==> src/rtl/wb_master_arbiter.sv <==
// Round-robin arbiter sharing one Wishbone slave bus between N masters; ownership held while owner cyc is high.
// Optional stall watchdog enabled by defining WB_ARB_TIMEOUT_EN.
module wb_master_arbiter #(
    parameter int unsigned N_MASTERS      = 2,
    parameter int unsigned ADDR_W         = 32,
    parameter int unsigned DATA_W         = 32,
    parameter int unsigned TIMEOUT_CYCLES = 256
) (
    input  logic                             wb_clk_i,
    input  logic                             rst_i,
    input  logic [N_MASTERS-1:0]             m_cyc_i,
    input  logic [N_MASTERS-1:0]             m_stb_i,
    input  logic [N_MASTERS-1:0]             m_we_i,
    input  logic [N_MASTERS*(DATA_W/8)-1:0]  m_sel_i,
    input  logic [N_MASTERS*ADDR_W-1:0]      m_addr_i,
    input  logic [N_MASTERS*DATA_W-1:0]      m_wdata_i,
    output logic [DATA_W-1:0]                m_rdata_o,
    output logic [N_MASTERS-1:0]             m_ack_o,
    output logic [N_MASTERS-1:0]             m_err_o,
    output logic                             s_cyc_o,
    output logic                             s_stb_o,
    output logic                             s_we_o,
    output logic [(DATA_W/8)-1:0]            s_sel_o,
    output logic [ADDR_W-1:0]                s_addr_o,
    output logic [DATA_W-1:0]                s_wdata_o,
    input  logic [DATA_W-1:0]                s_rdata_i,
    input  logic                             s_ack_i,
    output logic [N_MASTERS-1:0]             grant_o
);

    localparam int unsigned SEL_W = DATA_W / 8;
    localparam int unsigned IDX_W = (N_MASTERS > 1) ? $clog2(N_MASTERS) : 1;

    if (N_MASTERS < 2 || N_MASTERS > 8 || TIMEOUT_CYCLES < 2 || (DATA_W % 8) != 0) begin : g_cfg_check
        $error("wb_master_arbiter: unsupported parameter set");
    end

    typedef enum logic [1:0] {
        ST_IDLE,
        ST_OWNED,
        ST_ABORT
    } state_t;

    state_t                 r_state;
    logic [N_MASTERS-1:0]   r_grant;
    logic [IDX_W-1:0]       r_last;
    logic [IDX_W-1:0]       r_owner;

    logic [IDX_W-1:0]       w_winner;
    logic [N_MASTERS-1:0]   w_winner_1h;
    logic                   w_found;
    logic                   w_owner_cyc;
    logic                   w_timeout;

    assign grant_o     = r_grant;
    assign m_rdata_o   = s_rdata_i;
    assign w_owner_cyc = m_cyc_i[r_owner];

    // Scan starts one past the previous owner so every requester is reached within N grants.
    always_comb begin
        logic [IDX_W-1:0] v_cand;
        w_found     = 1'b0;
        w_winner    = r_last;
        w_winner_1h = '0;
        v_cand      = '0;
        for (int unsigned i = 1; i <= N_MASTERS; i++) begin
            v_cand = IDX_W'((32'(r_last) + i) % N_MASTERS);
            if (!w_found && m_cyc_i[v_cand]) begin
                w_found  = 1'b1;
                w_winner = v_cand;
            end
        end
        w_winner_1h[w_winner] = 1'b1;
    end

    always_comb begin
        s_cyc_o   = 1'b0;
        s_stb_o   = 1'b0;
        s_we_o    = 1'b0;
        s_sel_o   = '0;
        s_addr_o  = '0;
        s_wdata_o = '0;
        m_ack_o   = '0;
        if (r_state == ST_OWNED) begin
            s_cyc_o   = m_cyc_i[r_owner];
            s_stb_o   = m_stb_i[r_owner];
            s_we_o    = m_we_i[r_owner];
            s_sel_o   = m_sel_i[r_owner*SEL_W +: SEL_W];
            s_addr_o  = m_addr_i[r_owner*ADDR_W +: ADDR_W];
            s_wdata_o = m_wdata_i[r_owner*DATA_W +: DATA_W];
            m_ack_o[r_owner] = s_ack_i & m_cyc_i[r_owner] & m_stb_i[r_owner];
        end
    end

`ifdef WB_ARB_TIMEOUT_EN
    localparam int unsigned CNT_W = $clog2(TIMEOUT_CYCLES) + 1;

    logic [CNT_W-1:0] r_cnt;

    assign w_timeout = (r_state == ST_OWNED) && s_stb_o && !s_ack_i
                       && (r_cnt == CNT_W'(TIMEOUT_CYCLES - 1));
    assign m_err_o   = r_grant & {N_MASTERS{w_timeout}};

    always_ff @(posedge wb_clk_i or posedge rst_i) begin
        if (rst_i) begin
            r_cnt <= '0;
        end else if ((r_state == ST_IDLE && w_found) || s_ack_i) begin
            r_cnt <= '0;
        end else if (r_state == ST_OWNED && s_stb_o) begin
            r_cnt <= r_cnt + 1'b1;
        end
    end
`else
    assign w_timeout = 1'b0;
    assign m_err_o   = '0;
`endif

    always_ff @(posedge wb_clk_i or posedge rst_i) begin
        if (rst_i) begin
            r_state <= ST_IDLE;
            r_grant <= '0;
            r_last  <= IDX_W'(N_MASTERS - 1);
            r_owner <= '0;
        end else begin
            case (r_state)
                ST_IDLE: begin
                    if (w_found) begin
                        r_state <= ST_OWNED;
                        r_grant <= w_winner_1h;
                        r_owner <= w_winner;
                    end
                end
                ST_OWNED: begin
                    // Release wins over a coincident timeout: the owner is already gone.
                    if (!w_owner_cyc) begin
                        r_state <= ST_IDLE;
                        r_grant <= '0;
                        r_last  <= r_owner;
                    end else if (w_timeout) begin
                        r_state <= ST_ABORT;
                    end
                end
                ST_ABORT: begin
                    if (!w_owner_cyc) begin
                        r_state <= ST_IDLE;
                        r_grant <= '0;
                        r_last  <= r_owner;
                    end
                end
                default: begin
                    r_state <= ST_IDLE;
                    r_grant <= '0;
                end
            endcase
        end
    end

endmodule

==> config.mk <==
export PLATFORM = sky130hd
export DESIGN_NAME = wb_master_arbiter
export DESIGN_NICKNAME = d
export VERILOG_FILES = /design/src/rtl/wb_master_arbiter.sv
export SDC_FILE = /design/constraint.sdc
export NUM_CORES = 1
export LEC_CHECK = 0
export BUFFER_PORTS_ARGS = -buffer_cell sky130_fd_sc_hd__buf_4
export CAP_MARGIN = 0
export CORE_AREA = 5 5 109 111
export DETAILED_ROUTE_END_ITERATION = 10
export DIE_AREA = 0 0 114 116
export HOLD_SLACK_MARGIN = 0.08
export PLACE_DENSITY = 0.58
export SLEW_MARGIN = 20
export SYNTH_ARGS = -nofsm -noshare
export SYNTH_HDL_FRONTEND = slang
export SYNTH_SLANG_ARGS = --single-unit
==> constraint.sdc <==
create_clock -name wb_clk_i -period 1.2 [get_ports wb_clk_i]
set_clock_uncertainty 0.15 [all_clocks]
set_input_delay 0.12 -clock wb_clk_i [delete_from_list [all_inputs] [get_ports wb_clk_i]]
set_output_delay 0.12 -clock wb_clk_i [all_outputs]
set_load 0.01 [all_outputs]
==> impl_metrics.toml <==
[yosys]
synth.largest_area_cell = "mux2i_1"
netlist_area_sq_mm = 0.001642
synth.distinct_cells = 21
synth_edf_count = 0
ys_ff_latch = 5
ys_async_sr_fraction_pct = 100.0
ys.flop_type = "dfrtp_1"
synth_commonest_cells = "nor2_1, mux2i_1, buf_4"
synth_area_leaders = "mux2i_1, nor2_1, buf_4, dfrtp_1, buf_8"
syn_avg_cell_area_sq_um = 7.394
synth.top_cell.area_share_pct = 43.29
yosys_warnings = 0
netlist_instances = 222
yosysMostFrequentCell = "nor2_1"
yosysSeqAreaShare_pct = 7.698

[global_routing]
overflow = 0
antenna_found_initial = 0
grt_max_degree = 39
grt_pass1_wl_um = 12500
gr-usage-all-layers_pct = 11.58
grt_pass1_vias = 2504

[timing]
fin_crit_ns = 1.727
timing.hold.ws_ns = 0.08862
post-route-period-util_pct = 143.9
finalSetupViolations = 78
finalMaxSlewViolations = 0
hold_viol_final = 0
clock.fmax_mhz = 579.0
rsz0062_at_grt = "yes"
finalWorstSetupSlack_ns = -0.5270

[critical_path]
r2r_cells = 4
max_stage_delay_ns = 0.51
crit_chain = "buf_12 > buf_12 > mux2i_2 > nor2_1 > buf_4"
critPathSlowestCell = "dfrtp_4"
cp-start-kind = "flop"
path_class = "flop to output pin"
cp_max_fo = 11
rr_endpoint = "grant_o[1]"
r2r-start = "r_owner"
cp_common_cell = "buf_12"
reg2reg_slack_ns = -0.29
endpoint_kind = "output pin"
worstPathArrival_ns = 1.46
cp.required_ns = 0.93

[min_path]
worstHoldEndpoint = "r_state[0]"
min_from = "m_cyc_i[1]"
hold_path_class = "input port to flop"
whs_path_depth = 3

[drt]
wire_per_inst_um = 15.10
drt_iter0_drc = 46
met1_length_um = 3085
vias = 2341
drtPass1Iterations = 4
wirelength_um = 8605
antenna_left = 0
wl_met2_um = 4667
drc_errors = 0
top_layer_used = "met4"
vias_per_cell = 4.107
routed-wl-met3_um = 775

[placement]
dp_hpwl_um = 6737
routabilityCongestion = 0.7903
dp_cells = 550
pre_cts_slack_ns = -0.3195
io_buffers = 219

[clock_tree]
cts_tree = "built"
cts.sinks = 5
clockBufferDepth = 2
h-tree-depth = 1
path_clk_slew_ns = 0.04
worstSkewPairLatency_ns = 0.22
cts_buffers = 3
root_buffer = "clkbuf_8"

[status]
violations = "negative setup slack"
run_status = "finished, violations left"

[final_layout]
multi_input_area_sq_mm = 0.001394
drive_above_1_share_pct = 70.47
utilization_pct = 36.68
instances_no_fill = 570
fin_nets = 608
layout.area.seq_sq_um = 130.1
fillers = 1091
synthToLayoutAreaGrowth_pct = 139.0
diodes = 0

[floorplan]
die_h_um = 116
chipWidth_um = 114
initial_core_util_pct = 15.35
num_io_pins = 286
rows = 38
core_sq_mm = 0.01070
dieArea_sq_mm = 0.01322

[power]
leakagePower_nw = 2.018
peakVddDrop_mv = 0.7952
power.density_mw_per_mm2 = 1894
power_mw = 7.431

[flow_run]
drv_cap = 0
[report_power, final]
group	switching (mW)	total, mW	internal (mW)
combinational	2.84	6.77	3.93
sequential	0.0856	0.350	0.264
clock	0.0850	0.313	0.228
[worst max path at each step]
stage,slack (ns),start,to,depth (start not counted)
2_1_floorplan,-0.11,r_owner,s_addr_o[0],5
3_3_place_gp,-0.33,r_owner,grant_o[1],4
3_5_place_dp,-0.32,r_owner,grant_o[1],4
4_1_cts,-0.53,r_owner,s_wdata_o[25],5
5_1_grt,-0.59,r_owner,s_wdata_o[25],5
6_report,-0.53,r_owner,s_wdata_o[25],5
[area by class of cell]
class                           instances  area share, %
Timing Repair Buffer                  254          55.33
Multi-Input combinational cell        165          35.52
Tap cell                              140          4.464
Sequential cell                         5          3.316
Clock buffer                            4          1.148
Inverter                                2         0.2232
[cells in the final DEF (no fill, tap or decap), types with 2 or more instances in the layout]
| master | Yosys | final |
|---|---|---|
| a21oi_1 | 3 | 2 |
| buf_12 | 0 | 10 |
| buf_16 | 0 | 3 |
| buf_4 | 35 | 219 |
| buf_6 | 1 | 19 |
| clkbuf_8 | 0 | 3 |
| conb_1 | 1 | 2 |
| dfrtp_1 | 4 | 3 |
| dlygate4sd3_1 | 0 | 3 |
| mux2i_1 | 71 | 50 |
| mux2i_2 | 0 | 10 |
| mux2i_4 | 0 | 11 |
| nand2_1 | 2 | 2 |
| nor2_1 | 75 | 52 |
| nor2_2 | 0 | 13 |
| nor2_4 | 0 | 10 |
| nor2b_1 | 2 | 2 |
| o21ai_0 | 2 | 2 |
[worst max-delay path: cells and delay by family (launching register included)]
family	cells	cell delay, ns
buffers and inverters	3	0.47
flip-flops	1	0.51
multiplexers	1	0.18
AND/OR/NAND/NOR	1	0.07
[routing by layer]
metal	GRT usage, %	vias to the layer above
li1	-	1123
met1	12.39	1077
met2	23.19	120
met3	2.663	21
met4	1.979	0
met5	0	-
[cell families (layout without fill, tap and decap cells)]
family / after synthesis / count (layout) / synth area share [%]
buffers and inverters: 53 / 260 / 25.38
and+or+nand+nor: 85 / 85 / 20.73
AOI/OAI and AO/OA: 7 / 7 / 2.668
other: 1 / 2 / 0.2284
muxes: 71 / 71 / 43.29
DFF: 5 / 5 / 7.699
[through the flow]
stage / setup TNS, ns / instance area [sq um]
after detailed placement: -16.67 / 3402
after global routing: -39.85 / 3924
after global placement: -15.31 / 3402
after CTS: -36.11 / 3801
final: -35.26 / 3924
after floorplan: -5.990 / 1782
[what timing repair did]
item,4_1_cts,5_1_grt
endpoints found under the setup margin,77,78
hold buffers,3,0
resized for setup,33,19
buffers inserted,7,3
hold endpoints to repair,8,0
cloned,3,0
[state kept, by name, indices dropped and copies added (netlist names)]
register  cells
r_state       1
r_owner       1
r_last        1
grant_o       2
Note: power is estimated with default switching activity, not from simulation.
